$ cat src/rtl/rst_gen_pkg.sv
`default_nettype none
// ---------------------------------------------------------------------------
// rst_gen_pkg : state encoding and counter sizing helper for the reset sequencer
// Rev 1.0
// ---------------------------------------------------------------------------
package rst_gen_pkg;

  typedef enum logic [1:0] {
    S_PLLRST    = 2'b00,
    S_WAIT_LOCK = 2'b01,
    S_HOLD      = 2'b10,
    S_RUN       = 2'b11
  } state_e;

  function automatic int cnt_width(input int a, input int b, input int c,
                                   input int d, input int e);
    int m;
    m = a;
    if (b > m) m = b;
    if (c > m) m = c;
    if (d > m) m = d;
    if (e > m) m = e;
    return $clog2(m + 1);
  endfunction

endpackage
`default_nettype wire

$ cat src/rtl/sync2.sv
`default_nettype none
// ---------------------------------------------------------------------------
// sync2 : two-flop synchronizer with selectable reset value
// Rev 1.0
// ---------------------------------------------------------------------------
module sync2 #(
  parameter logic RST_VAL = 1'b0
) (
  input  logic clk,
  input  logic rst_n,
  input  logic d_i,
  output logic q_o
);

  logic meta_q;
  logic sync_q;

  always_ff @(posedge clk or negedge rst_n) begin
    if (!rst_n) begin
      meta_q <= RST_VAL;
      sync_q <= RST_VAL;
    end else begin
      meta_q <= d_i;
      sync_q <= meta_q;
    end
  end

  assign q_o = sync_q;

endmodule
`default_nettype wire

$ cat src/rtl/rst_gen.sv
`default_nettype none
// ---------------------------------------------------------------------------
// rst_gen : PLL reset sequencer with lock qualification, button debounce and lock-loss count
// Rev 1.0
// ---------------------------------------------------------------------------
module rst_gen
  import rst_gen_pkg::*;
#(
  parameter int PLL_RST_CYCLES  = 4,
  parameter int LOCK_CYCLES     = 8,
  parameter int LOCK_TIMEOUT    = 64,
  parameter int HOLD_CYCLES     = 16,
  parameter int DEBOUNCE_CYCLES = 4,
  parameter int USE_LOCK        = 1
) (
  input  logic       clk,
  input  logic       rst_n,
  input  logic       pll_lock,
  input  logic       btn_rst_n,
  output logic       pll_reset,
  output logic       cpu_rst_n,
  output logic [1:0] rst_state,
  output logic [7:0] lock_lost_cnt
);

  localparam int CW = cnt_width(PLL_RST_CYCLES, LOCK_CYCLES, LOCK_TIMEOUT,
                                HOLD_CYCLES, DEBOUNCE_CYCLES);
  localparam logic [CW-1:0] PLL_LAST  = CW'(PLL_RST_CYCLES - 1);
  localparam logic [CW-1:0] LOCK_LAST = CW'(LOCK_CYCLES - 1);
  localparam logic [CW-1:0] TMO_LAST  = CW'(LOCK_TIMEOUT - 1);
  localparam logic [CW-1:0] HOLD_LAST = CW'(HOLD_CYCLES - 1);
  localparam logic [CW-1:0] DEB_LAST  = CW'(DEBOUNCE_CYCLES - 1);
  localparam logic [CW-1:0] ONE       = CW'(1);

  logic          lock_s;
  logic          btn_s;
  logic          btn_req;
  logic [CW-1:0] deb_q, deb_d;
  logic [CW-1:0] cnt_q, cnt_d;
  logic [CW-1:0] lk_q, lk_d;
  logic [7:0]    lost_q, lost_d;
  state_e        state_q, state_d;
  logic          pll_reset_q, pll_reset_d;
  logic          cpu_rst_n_q, cpu_rst_n_d;

  generate
    if (USE_LOCK != 0) begin : g_lock_sync
      sync2 #(.RST_VAL(1'b0)) u_lock_sync (
        .clk   (clk),
        .rst_n (rst_n),
        .d_i   (pll_lock),
        .q_o   (lock_s)
      );
    end else begin : g_lock_tie
      logic unused_pll_lock;
      assign unused_pll_lock = pll_lock;
      assign lock_s          = 1'b1;
    end
  endgenerate

  sync2 #(.RST_VAL(1'b1)) u_btn_sync (
    .clk   (clk),
    .rst_n (rst_n),
    .d_i   (btn_rst_n),
    .q_o   (btn_s)
  );

  // Debounce counter parks at its last value while the button stays low.
  always_comb begin
    deb_d   = '0;
    btn_req = 1'b0;
    if (!btn_s) begin
      deb_d   = (deb_q == DEB_LAST) ? deb_q : deb_q + ONE;
      btn_req = (deb_q == DEB_LAST);
    end
  end

  always_comb begin
    state_d = state_q;
    cnt_d   = '0;
    lk_d    = '0;
    lost_d  = lost_q;
    case (state_q)
      S_PLLRST: begin
        cnt_d = cnt_q + ONE;
        if (cnt_q == PLL_LAST) state_d = S_WAIT_LOCK;
      end
      S_WAIT_LOCK: begin
        cnt_d = cnt_q + ONE;
        lk_d  = lock_s ? lk_q + ONE : '0;
        if (lock_s && lk_q == LOCK_LAST) state_d = S_HOLD;
        else if (cnt_q == TMO_LAST)      state_d = S_PLLRST;
      end
      S_HOLD: begin
        cnt_d = btn_s ? cnt_q + ONE : '0;
        if (!lock_s)                          state_d = S_PLLRST;
        else if (btn_s && cnt_q == HOLD_LAST) state_d = S_RUN;
      end
      S_RUN: begin
        if (!lock_s) begin
          state_d = S_PLLRST;
          if (lost_q != 8'hFF) lost_d = lost_q + 8'd1;
        end else if (btn_req) begin
          state_d = S_HOLD;
        end
      end
      default: state_d = S_PLLRST;
    endcase
    if (state_d != state_q) begin
      cnt_d = '0;
      lk_d  = '0;
    end
    pll_reset_d = (state_d == S_PLLRST);
    cpu_rst_n_d = (state_d == S_RUN);
  end

  always_ff @(posedge clk or negedge rst_n) begin
    if (!rst_n) begin
      state_q     <= S_PLLRST;
      deb_q       <= '0;
      cnt_q       <= '0;
      lk_q        <= '0;
      lost_q      <= '0;
      pll_reset_q <= 1'b1;
      cpu_rst_n_q <= 1'b0;
    end else begin
      state_q     <= state_d;
      deb_q       <= deb_d;
      cnt_q       <= cnt_d;
      lk_q        <= lk_d;
      lost_q      <= lost_d;
      pll_reset_q <= pll_reset_d;
      cpu_rst_n_q <= cpu_rst_n_d;
    end
  end

  assign pll_reset     = pll_reset_q;
  assign cpu_rst_n     = cpu_rst_n_q;
  assign rst_state     = state_q;
  assign lock_lost_cnt = lost_q;

endmodule
`default_nettype wire

$ cat config.mk
export PLATFORM = sky130hd
export DESIGN_NAME = rst_gen
export DESIGN_NICKNAME = d
export VERILOG_FILES = /design/src/rtl/rst_gen_pkg.sv /design/src/rtl/sync2.sv /design/src/rtl/rst_gen.sv
export SDC_FILE = /design/constraint.sdc
export NUM_CORES = 1
export LEC_CHECK = 0
export CAP_MARGIN = 20
export CORE_AREA = 8 8 66 68
export CTS_CLUSTER_DIAMETER = 80
export DETAILED_ROUTE_END_ITERATION = 6
export DIE_AREA = 0 0 74 76
export PLACE_DENSITY = 0.81
export REMOVE_ABC_BUFFERS = 1
export SYNTH_ARGS = -nofsm -noshare
export SYNTH_HDL_FRONTEND = slang
export SYNTH_HIERARCHICAL = 1
export SYNTH_SLANG_ARGS = --single-unit
$ cat constraint.sdc
create_clock -name clk -period 2.6 [get_ports clk]
set_clock_uncertainty 0.2 [all_clocks]
set_input_delay 0.39 -clock clk [delete_from_list [all_inputs] [get_ports clk]]
set_output_delay 0.39 -clock clk [all_outputs]
set_load 0.1 [all_outputs]
After elaboration in Yosys (flattened, before gate mapping)
Index checks and enable logic that the tools add are counted.
{"block": "classes", "addsub": 4, "n_eq_ne": 12, "mux": 17, "bitwise_logic": 1, "reduce_logical": 6}
{"cell": "2-to-1 mux 7 bit", "n": 7}
{"cell": "adder 7 x 1 -> 7 bit, second input constant", "n": 3}
{"cell": "== test 7 x 2 -> 1 bit, second input constant", "n": 2}
{"cell": "2-to-1 mux 2 bit", "n": 7}
{"cell": "case mux 7 bit (2 select lines)", "n": 1}
{"cell": "adder 8 x 1 -> 8 bit, second input constant", "n": 1}
{"cell": "inequality test 8 bit, second input constant", "n": 1}
{"cell": "case mux 2 bit (4 select lines)", "n": 1}
{"cell": "== test 7 x 3 -> 1 bit, second input constant", "n": 1}
{"cell": "== test 7 x 4 -> 1 bit, second input constant", "n": 1}
{"cell": "== test 7 x 6 -> 1 bit, second input constant", "n": 1}
{"cell": "== test 2 bit, second input constant", "n": 3}
{"cell": "logical NOT 2 bit", "n": 2}
{"cell": "AND reduction 3 bit", "n": 1}
{"cell": "== test 2 x 1 -> 1 bit, second input constant", "n": 1}
{"cell": "logical AND 1 bit", "n": 2}
{"cell": "inequality test 2 x 1 -> 1 bit, second input constant", "n": 1}
{"cell": "inequality test 2 bit", "n": 1}
{"cell": "OR reduction 2 bit", "n": 1}
{"cell": "2-to-1 mux 1 bit", "n": 1}
{"cell": "inverter 1 bit", "n": 1}
{"block": "word_totals", "regBits": 37, "out_inout_bits": 12, "word_cells": 51}

Depth between registers and ports, before layout
Gate-level depths: netlist (run 1).
{"block": "depth", "ltp_word": 7, "ltp_mapped": 6}

Hierarchy
The synthesis (run 1) kept the hierarchy.
{"mod": "rst_gen", "instances": 1, "cells_each": 158, "area_per_inst_um2": 1680.4}
{"mod": "sync2 at u_btn_sync", "instances": 1, "cells_each": 2, "area_per_inst_um2": 52.6}
{"mod": "sync2 at g_lock_sync.u_lock_sync", "instances": 1, "cells_each": 2, "area_per_inst_um2": 50.0}

Least setup slack after synthesis (run 1)
OpenSTA, ideal clock, no wires.
{"block": "synth_timing", "kind": "flip-flop to flip-flop", "startpoint": "register lost_q[0] (netlist: lock_lost_cnt[0])", "endpoint": "register lost_q[1] (netlist: lock_lost_cnt[1])", "setup_time_ps": 126, "arrival_ps": 2054, "required_time_ps": 2274, "path_slack_ps": 220, "stages_incl_launch_ff": 5, "period_less_slack_ps": 2380, "path_cell_list": "dfrtp_1 ha_1 nand3_1 o21ai_2 mux2_2"}
{"block": "synth_via", "elab_chain_len": 2, "elab_cells_between_ends": 3}
{"element": "from (decl)", "line_no": "rst_gen.sv:41", "rtl": "logic [7:0] lost_q, lost_d;"}
{"element": "from (signal assigned)", "line_no": "rst_gen.sv:131", "rtl": "lost_q <= lost_d;"}
{"element": "branches (longest 2 deep; another with adder 8 x 1 -> 8 bit)"}
Several ways; the timed one is not identified.
A chain may end at the register's enable or synchronous reset.

Worst setup path after layout (run 1)
{"block": "layout_timing", "startpoint": "register state_q[0] (netlist: rst_state[0])", "endpoint": "output rst_state[0]"}
{"element": "from (decl)", "line_no": "rst_gen.sv:42", "rtl": "state_e state_q, state_d;"}
{"element": "from (signal assigned)", "line_no": "rst_gen.sv:127", "rtl": "state_q <= state_d;"}
{"element": "to (decl)", "line_no": "rst_gen.sv:22", "rtl": "output logic [1:0] rst_state,"}
No word-level cell between the ends.

==> flow_metrics.env, run 1 <==
export IMPL_grt_pass1_vias=1340
export IMPL_initial_core_util=0.518
export IMPL_timing_worst_setup_path_type="flip-flop to primary output"
export IMPL_endpoint_kind="primary output"
export IMPL_p_seq_frac=0.496
export IMPL_syn_cell_area_um2=1780
export IMPL_period_share=0.760
export IMPL_clkLatencyLatePin_ns=0.35
export IMPL_synthArstFlopShare=1.00
export IMPL_drt_iter0_markers=45
export IMPL_cts_root_buf="clkbuf_4"
export IMPL_synth_top_flop_cell="dfrtp_1"
export IMPL_arrival_ns=1.38
export IMPL_gp_congestion=0.835
export IMPL_num_vias=1240
export IMPL_timing_fmax_mhz=506
export IMPL_p_switching_mw=0.608
export IMPL_cts_buffer_depth=2
export IMPL_cts_tree="done"
export IMPL_drv_cap=0
export IMPL_power_total_mw=1.63
export IMPL_postLayoutCellArea_um2=2000
export IMPL_dp_cells=220
export IMPL_grt_antenna_before_repair=0
export IMPL_pwr_share_clk=0.214
export IMPL_ys_seq_area_frac=0.521
export IMPL_yosysTopAreaCell="dfrtp_1"
export IMPL_top_usage_layer="met2"
export IMPL_switching_share=0.374
export IMPL_crit_required_ns=2.01
export IMPL_slew_viol_final=0
export IMPL_p_per_area_nw_per_um2=812
export IMPL_ys_types=41
export IMPL_fp_dieArea_um2=5620
export IMPL_diodes=0
export IMPL_cts_resized=0
export IMPL_die_w_um=74
export IMPL_h_tree_depth=2
export IMPL_netlist_area_leader_share=0.477
export IMPL_slew_headroom=0.690
export IMPL_crit_buf_inv=1
export IMPL_netlist_instances=162
export IMPL_drc=0
export IMPL_gr_total_overflow=0
export IMPL_leakage_nw=0.911
export IMPL_yosys_warnings=6
export IMPL_dr_pass1_iters=4
export IMPL_cpMaxStageDelayCell="dfrtp_1"
export IMPL_cts_sink_count=37
export IMPL_ant_nets=0
export IMPL_met2_usage=0.212
export IMPL_cts_buffers=5
export IMPL_path_clk_slew_ns=0.11
export IMPL_fin_cells=228
export IMPL_ir_drop_mv=0.394
export IMPL_grt_max_degree=38
export IMPL_setup_tns_ns=0
export IMPL_area_growth_pct=12.3
export IMPL_hold_path_class="flip-flop to flip-flop"
export IMPL_use_met3=0.0539
export IMPL_dpl_cell_area_um2=1930
export IMPL_intPower_mw=1.02
export IMPL_start_kind="flip-flop"
export IMPL_avgSynthCellArea_um2=11.0
export IMPL_synth_area_top_cells="dfrtp_1 (48%), xor2_1 (6.9%), dfstp_2 (4.4%)"
export IMPL_tightest_slew_ns=0.465
export IMPL_io_pins=16
export IMPL_ys_ff_latch=37
export IMPL_worst_path_max_fanout=13
export IMPL_rsz0062_at_grt="no"
export IMPL_rows=22
export IMPL_path_delay_family="flip-flops"
export IMPL_post_cts_buffers=0
export IMPL_nets=187
export IMPL_port_buffers=15
export IMPL_grt_pass1_wl_mm=5.90
export IMPL_cp_cell_sequence="buf_4"
export IMPL_routed_wirelength_mm=3.19
export IMPL_slowest_delay_ns=0.65
export IMPL_synth_edf_count=0
export IMPL_finalHoldViolCount=0
export IMPL_status="finished clean"
export IMPL_hpwl_mm=2.36
export IMPL_layout_drive_gt1_share=0.222
export IMPL_gr_usage_met1=0.155
export IMPL_cts_hold_buf=0
export IMPL_post_drt_via_cell_ratio=5.44
export IMPL_post_drt_wl_per_cell_um=14.0
export IMPL_comb_power_share=0.290
export IMPL_grtUsageTotal=0.133
export IMPL_core_area_um2=3440
export IMPL_min_period_ns=1.97
export IMPL_setup_violations=0
export IMPL_die_y_um=76
## through the flow
stage / hold slack [ns] / setup WS [ns] / utilization
after floorplan: -0.106 / 0.220 / -
after global placement: 0.145 / 0.749 / 0.561
after detailed placement: 0.153 / 0.688 / 0.561
after CTS: 0.169 / 0.619 / 0.582
after global routing: 0.175 / 0.566 / 0.582
final: 0.166 / 0.625 / 0.582
## layout make-up
| type | instances | area (um^2) |
|---|---|---|
| clock inverter | 1 | 5.00 |
| timing repair buffer | 16 | 128 |
| tap | 48 | 60.1 |
| sequential | 37 | 930 |
| inverter | 1 | 3.75 |
| multi-input combinational | 118 | 811 |
| clock buffer | 7 | 65.1 |
| fill | 313 | 1440 |
## registers in the layout, summed over array words and instances (netlist names)
register	cells
cnt_q	7
u_btn_sync/meta_q	1
g_lock_sync.u_lock_sync/q_o	1
deb_q	7
lock_lost_cnt	8
cpu_rst_n	1
rst_state	2
g_lock_sync.u_lock_sync/meta_q	1
lk_q	7
u_btn_sync/q_o	1
pll_reset	1
## power by group through the flow
| stage | Combinational [mW] | Sequential, mW | Clock [mW] |
|---|---|---|---|
| final | 0.471 | 0.806 | 0.348 |
| after global routing | 0.522 | 0.824 | 0.384 |
| after CTS | 0.479 | 0.805 | 0.357 |
| after detailed placement | 0.472 | 0.817 | 0 |
| after global placement | 0.451 | 0.802 | 0 |
| after floorplan | 0.272 | 0.888 | 0 |
## kinds of logic after synthesis
| group | Yosys count | share of synthesized area |
|---|---|---|
| flip-flops | 37 | 0.521 |
| AO/OA/AOI/OAI | 16 | 0.0709 |
| buffers and inverters | 7 | 0.0239 |
| adder cells (fa/ha/maj) | 4 | 0.0281 |
| XOR/XNOR | 21 | 0.103 |
| AND/OR/NAND/NOR | 76 | 0.246 |
| multiplexers | 1 | 0.00632 |
## placed cells by master, fill, tap and decap left out, drive strengths merged, types with 2 or more instances in the layout
cell type	count
buf	13
nor4	4
nand3	9
ha	4
xor2	14
nor3	8
a21oi	4
dfrtp	34
clkdlybuf4s50	3
nor2	22
xnor2	7
a211oi	2
o21ai	2
nand4	3
a31oi	3
nand2	17
clkbuf	7
and3	2
dfstp	3
nor2b	4
## routing by layer
layer / wire, um / share of wire
met2: 1570 / 0.49
met5: 0 / 0
met3: 121 / 0.038
met1: 1430 / 0.45
met4: 68 / 0.021
## cell usage after synthesis (2+ instances only)
| cell | instances |
|---|---|
| buf_2 | 4 |
| nand4_1 | 3 |
| nor2b_1 | 4 |
| ha_1 | 4 |
| dfstp_2 | 3 |
| nand3_1 | 9 |
| nor4_2 | 2 |
| xor2_1 | 14 |
| dfrtp_1 | 34 |
| a31oi_1 | 3 |
| nor3_1 | 5 |
| a21oi_1 | 4 |
| a211oi_1 | 2 |
| nor3_2 | 3 |
| nor2_1 | 20 |
| nand2_1 | 17 |
| xnor2_1 | 7 |
## path summary, 6_finish.rpt
path	slack [ns]	depth (start not counted)	end	startpoint
min in group asynchronous	0.23	2	cnt_q[3]	rst_n
min	0.17	0	u_btn_sync/q_o	u_btn_sync/meta_q
max in group asynchronous	1.61	2	u_btn_sync/q_o	rst_n
min reg2reg	0.17	0	u_btn_sync/q_o	u_btn_sync/meta_q
max reg2reg	0.67	5	cnt_q[3]	cnt_q[0]
max	0.63	1	rst_state[0]	rst_state[0]
No activity file was read; power rests on OpenSTA's default activity.
==> inputs of run 2 (changes only) <==
--- a/config.mk
+++ b/config.mk
@@ -6,11 +6,11 @@
 export NUM_CORES = 1
 export LEC_CHECK = 0
 export CAP_MARGIN = 20
-export CORE_AREA = 8 8 66 68
+export CORE_AREA = 8 8 69 71
 export CTS_CLUSTER_DIAMETER = 80
 export DETAILED_ROUTE_END_ITERATION = 6
-export DIE_AREA = 0 0 74 76
-export PLACE_DENSITY = 0.81
+export DIE_AREA = 0 0 77 79
+export PLACE_DENSITY = 0.78
 export REMOVE_ABC_BUFFERS = 1
 export SYNTH_ARGS = -nofsm -noshare
 export SYNTH_HDL_FRONTEND = slang
==> constraint.sdc (replaced) <==
create_clock -name clk -period 1.7 [get_ports clk]
set_clock_uncertainty 0.2 [all_clocks]
set_input_delay 0.255 -clock clk [delete_from_list [all_inputs] [get_ports clk]]
set_output_delay 0.255 -clock clk [all_outputs]
set_load 0.1 [all_outputs]
==> flow_metrics.env, run 2 (synthesis results as in run 1) <==
export IMPL_status="finished, violations left"
export IMPL_violations="setup timing"
export IMPL_layout_drive_gt1_share=0.386
export IMPL_reg2reg_depth=5
export IMPL_slew_headroom=0.803
export IMPL_gp_congestion=0.792
export IMPL_hpwl_mm=3.05
export IMPL_rsz0062_at_grt="yes"
export IMPL_die_y_um=79
export IMPL_timing_worst_setup_path_type="flip-flop to flip-flop"
export IMPL_cp_startpoint="cnt_q[1]"
export IMPL_drt_iter0_markers=134
export IMPL_dp_cells=255
export IMPL_worstReg2RegStart="cnt_q[1]"
export IMPL_io_pins=16
export IMPL_mostFrequentLayoutCells="buf_4 (36), dfrtp_1 (33), nor2_1 (20)"
export IMPL_endpoint_kind="flip-flop"
export IMPL_cts_sink_count=37
export IMPL_post_drt_wl_per_cell_um=15.4
export IMPL_gr_total_overflow=0
export IMPL_fp_dieArea_um2=6080
export IMPL_grt_antenna_before_repair=0
export IMPL_cp_cell_sequence="ha_2, or4b_4, nor4_4, o32a_4, nor2_1"
export IMPL_grt_pass1_vias=1538
export IMPL_endpoint="cnt_q[4]"
export IMPL_h_tree_depth=2
export IMPL_p_per_area_nw_per_um2=1190
export IMPL_grt_max_degree=20
export IMPL_utilization=0.655
export IMPL_cts_tree="done"
export IMPL_post_drt_via_cell_ratio=5.21
export IMPL_holdWs_ns=0.0137
export IMPL_core_area_um2=3800
export IMPL_port_buffers=15
export IMPL_cts_buffer_depth=2
export IMPL_rows=23
export IMPL_period_share=1.09
export IMPL_grtUsageTotal=0.148
export IMPL_dpl_cell_area_um2=2330
export IMPL_ant_nets=0
export IMPL_diodes=0
export IMPL_min_period_ns=1.86
export IMPL_die_w_um=77
export IMPL_gr_usage_met1=0.153
export IMPL_fin_ws_ns=-0.157
export IMPL_drv_cap=0
export IMPL_met2_usage=0.258
export IMPL_leakage_nw=1.13
export IMPL_power_total_mw=2.95
export IMPL_cts_root_buf="clkbuf_8"
export IMPL_fin_cells=265
export IMPL_final_common_cell="buf_4"
export IMPL_ir_drop_mv=0.607
export IMPL_initial_core_util=0.469
export IMPL_use_met3=0.0542
export IMPL_grt_pass1_wl_mm=7.16
export IMPL_largest_reg_flops=8
export IMPL_hold_path_class="primary input to async pin"
export IMPL_start_kind="flip-flop"
export IMPL_dr_pass1_iters=4
export IMPL_slew_viol_final=0
export IMPL_num_vias=1380
export IMPL_cpMaxStageDelayCell="or4b_4"
export IMPL_cts_hold_buf=0
export IMPL_arrival_ns=1.85
export IMPL_setup_violations=16
export IMPL_postLayoutCellArea_um2=2490
export IMPL_routed_wirelength_mm=4.08
export IMPL_worst_path_max_fanout=5
export IMPL_top_usage_layer="met2"
export IMPL_crit_required_ns=1.69
export IMPL_cts_buffers=5
export IMPL_r2r_end="cnt_q[4]"
export IMPL_pre_cts_ws_ns=-0.169
export IMPL_path_clk_slew_ns=0.08
export IMPL_area_growth_pct=39.6
export IMPL_clkLatencyLatePin_ns=0.29
export IMPL_nets=222
export IMPL_timing_fmax_mhz=538
export IMPL_setup_tns_ns=-1.45
export IMPL_rrSetupSlack_ns=-0.16
export IMPL_finalHoldViolCount=0
export IMPL_drc=0
export IMPL_tightest_slew_ns=0.293
export IMPL_slowest_delay_ns=0.50
run 2: cell types whose count changed in the layout (fill, tap and decap cells not counted), moves of 3 or more:
| cell | change |
|---|---|
| buf_4 | +23 |
| buf_12 | +12 |
| clkbuf_4 | -5 |
| clkbuf_8 | +3 |
run 2: how the worst min path moves through the flow:
stage                                   startpoint                     endpoint  cells after the start
global route                                 rst_n                     deb_q[5]                      1
finish                                       rst_n                     deb_q[5]                      1
CTS                                          rst_n                     deb_q[5]                      1
global placement    g_lock_sync.u_lock_sync/meta_q  g_lock_sync.u_lock_sync/q_o                      0
floorplan                                    rst_n                     cnt_q[0]                      0
detailed placement  g_lock_sync.u_lock_sync/meta_q  g_lock_sync.u_lock_sync/q_o                      0
run 2: final cells by class:
class                           instances  area, um^2
Clock buffer                            6        72.6
Clock inverter                          2        10.0
Fill cell                             298        1310
Inverter                                1        3.75
Multi-Input combinational cell        118         868
Sequential cell                        37         931
Tap cell                               50        62.6
Timing Repair Buffer                   51         541
run 2: repair_timing:
item,4_1_cts,5_1_grt
setup endpoints to repair,17,21
gates resized for setup,6,6
setup buffers,2,0
pin swaps,4,4
run 2: report_power, final:
| group | internal [mW] | switching [mW] |
|---|---|---|
| registers | 1.04 | 0.134 |
| logic | 0.569 | 0.627 |
| clock network | 0.284 | 0.303 |
| total | 1.89 | 1.06 |
run 2: worst max-delay path, delay by kind of cell, from the launching register on:
family	cells	cell delay [ns]
flops	1	0.39
compound gates	1	0.23
fa+ha+maj	1	0.20
simple gates	3	0.74
run 2: metal layers:
layer	share of wire	vias to the layer above
met2	0.51	33
li1	-	663
met5	0	-
met3	0.060	11
met4	0.031	0
met1	0.40	673
==> inputs of run 3 (changes only) <==
--- a/config.mk
+++ b/config.mk
@@ -6,11 +6,11 @@
 export NUM_CORES = 1
 export LEC_CHECK = 0
 export CAP_MARGIN = 20
-export CORE_AREA = 8 8 69 71
+export CORE_AREA = 2 2 63 65
 export CTS_CLUSTER_DIAMETER = 80
 export DETAILED_ROUTE_END_ITERATION = 6
-export DIE_AREA = 0 0 77 79
-export PLACE_DENSITY = 0.78
+export DIE_AREA = 0 0 65 67
+export PLACE_DENSITY = 0.77
 export REMOVE_ABC_BUFFERS = 1
 export SYNTH_ARGS = -nofsm -noshare
 export SYNTH_HDL_FRONTEND = slang
==> flow_metrics.env, run 3 (synthesis results as in run 1) <==
export IMPL_status="finished, violations left"
export IMPL_violations="setup timing"
export IMPL_r2r_end="cnt_q[3]"
export IMPL_grtUsageTotal=0.201
export IMPL_port_buffers=15
export IMPL_drt_iter0_markers=38
export IMPL_gr_total_overflow=0
export IMPL_rrSetupSlack_ns=-0.13
export IMPL_nets=222
export IMPL_mostFrequentLayoutCells="dfrtp_1 (34), buf_4 (34), nor2_1 (17)"
export IMPL_path_clk_slew_ns=0.08
export IMPL_grt_pass1_wl_mm=6.55
export IMPL_utilization=0.698
export IMPL_fin_cells=263
export IMPL_ant_nets=0
export IMPL_finalHoldViolCount=0
export IMPL_clkLatencyLatePin_ns=0.29
export IMPL_period_share=1.07
export IMPL_die_w_um=65
export IMPL_setup_tns_ns=-0.997
export IMPL_dr_pass1_iters=4
export IMPL_multiInputGateArea_um2=878
export IMPL_timing_worst_setup_path_type="flip-flop to flip-flop"
export IMPL_area_growth_pct=41.3
export IMPL_worst_path_max_fanout=5
export IMPL_hpwl_mm=2.70
export IMPL_cts_buffers=5
export IMPL_fin_ws_ns=-0.125
export IMPL_grt_antenna_before_repair=0
export IMPL_leakage_nw=1.14
export IMPL_crit_required_ns=1.67
export IMPL_grt_max_degree=38
export IMPL_tightest_slew_ns=0.352
export IMPL_min_period_ns=1.83
export IMPL_initial_core_util=0.494
export IMPL_ir_drop_mv=0.701
export IMPL_cpMaxStageDelayCell="or4b_4"
export IMPL_post_drt_via_cell_ratio=5.19
export IMPL_rsz0062_at_grt="yes"
export IMPL_timing_fmax_mhz=548
export IMPL_core_area_um2=3610
export IMPL_gp_congestion=0.810
export IMPL_drv_cap=0
export IMPL_io_pins=16
export IMPL_cts_buffer_depth=2
export IMPL_h_tree_depth=2
export IMPL_register_area_um2=930
export IMPL_cts_tree="done"
export IMPL_drc=0
export IMPL_die_y_um=67
export IMPL_fp_dieArea_um2=4360
export IMPL_dp_cells=254
export IMPL_post_drt_wl_per_cell_um=14.0
export IMPL_diodes=0
export IMPL_slowest_delay_ns=0.51
export IMPL_num_vias=1366
export IMPL_layout_drive_gt1_share=0.386
export IMPL_cp_cell_sequence="ha_2, or4b_4, nor4_4, o32a_4, nor3_2"
export IMPL_largest_reg_flops=8
export IMPL_rows=22
export IMPL_setup_violations=14
export IMPL_hold_path_class="primary input to async pin"
export IMPL_p_per_area_nw_per_um2=1190
export IMPL_slew_viol_final=0
export IMPL_routed_wirelength_mm=3.69
export IMPL_slew_headroom=0.763
export IMPL_power_total_mw=3.00
export IMPL_holdWs_ns=0.125
export IMPL_start_kind="flip-flop"
export IMPL_cts_root_buf="clkbuf_8"
export IMPL_grt_pass1_vias=1491
export IMPL_final_fill_count=248
export IMPL_arrival_ns=1.80
export IMPL_cts_sink_count=37
export IMPL_worstReg2RegStart="cnt_q[0]"
export IMPL_cts_hold_buf=0
export IMPL_endpoint_kind="flip-flop"
export IMPL_reg2reg_depth=5
run 3: cell types whose count changed in the layout (fill, tap and decap cells not counted), sizes merged:
cell	previous run	this run
clkbuf	6	8
clkinv	2	0
run 3: layer usage:
layer,GRT usage,vias to the layer above,part of all wire
li1,-,662,-
met1,0.231,672,0.43
met2,0.352,28,0.52
met3,0.0743,4,0.045
met4,0.0559,0,0.012
met5,0,-,0
run 3: repair_timing:
| item | CTS | global route |
|---|---|---|
| pin swaps | 7 | 4 |
| resized for setup | 8 | 8 |
| buffers inserted | 0 | 1 |
| setup endpoints to repair | 14 | 21 |
run 3: how the worst max path moves through the flow:
stage / startpoint / to / slack (ns)
final: cnt_q[0] / cnt_q[3] / -0.13
after global routing: cnt_q[0] / cnt_q[3] / -0.19
after CTS: cnt_q[0] / cnt_q[3] / -0.12
after detailed placement: lk_q[0] / lk_q[5] / -0.13
after global placement: cnt_q[0] / cnt_q[2] / -0.05
after floorplan: lock_lost_cnt[0] / lock_lost_cnt[1] / -0.68
run 3: per-stage QoR:
| step | instance area [um^2] | worst slack (ns) |
|---|---|---|
| 3_3_place_gp | 2350 | -0.0480 |
| 4_1_cts | 2460 | -0.117 |
| 2_1_floorplan | 1740 | -0.680 |
| 6_report | 2520 | -0.125 |
| 5_1_grt | 2520 | -0.190 |
| 3_5_place_dp | 2350 | -0.126 |
run 3: power by group:
part           total, mW  leakage (nW)  internal [mW]  switching, mW
sequential          1.15         0.478           1.03          0.114
clock              0.628        0.0455          0.330          0.298
combinational       1.22         0.621          0.584          0.637
run 3: cell type report:
cell class	instances	share of cell area
Sequential cell	37	0.369
Clock buffer	8	0.0358
Timing Repair Buffer	51	0.221
Inverter	1	0.00149
Multi-Input combinational cell	118	0.349
Tap cell	48	0.0238
run 3: worst max-delay path, delay by kind of cell (launching register included):
| kind | cells | cell delay, ns |
|---|---|---|
| simple gates | 3 | 0.73 |
| fa+ha+maj | 1 | 0.20 |
| compound gates | 1 | 0.23 |
| flops | 1 | 0.36 |
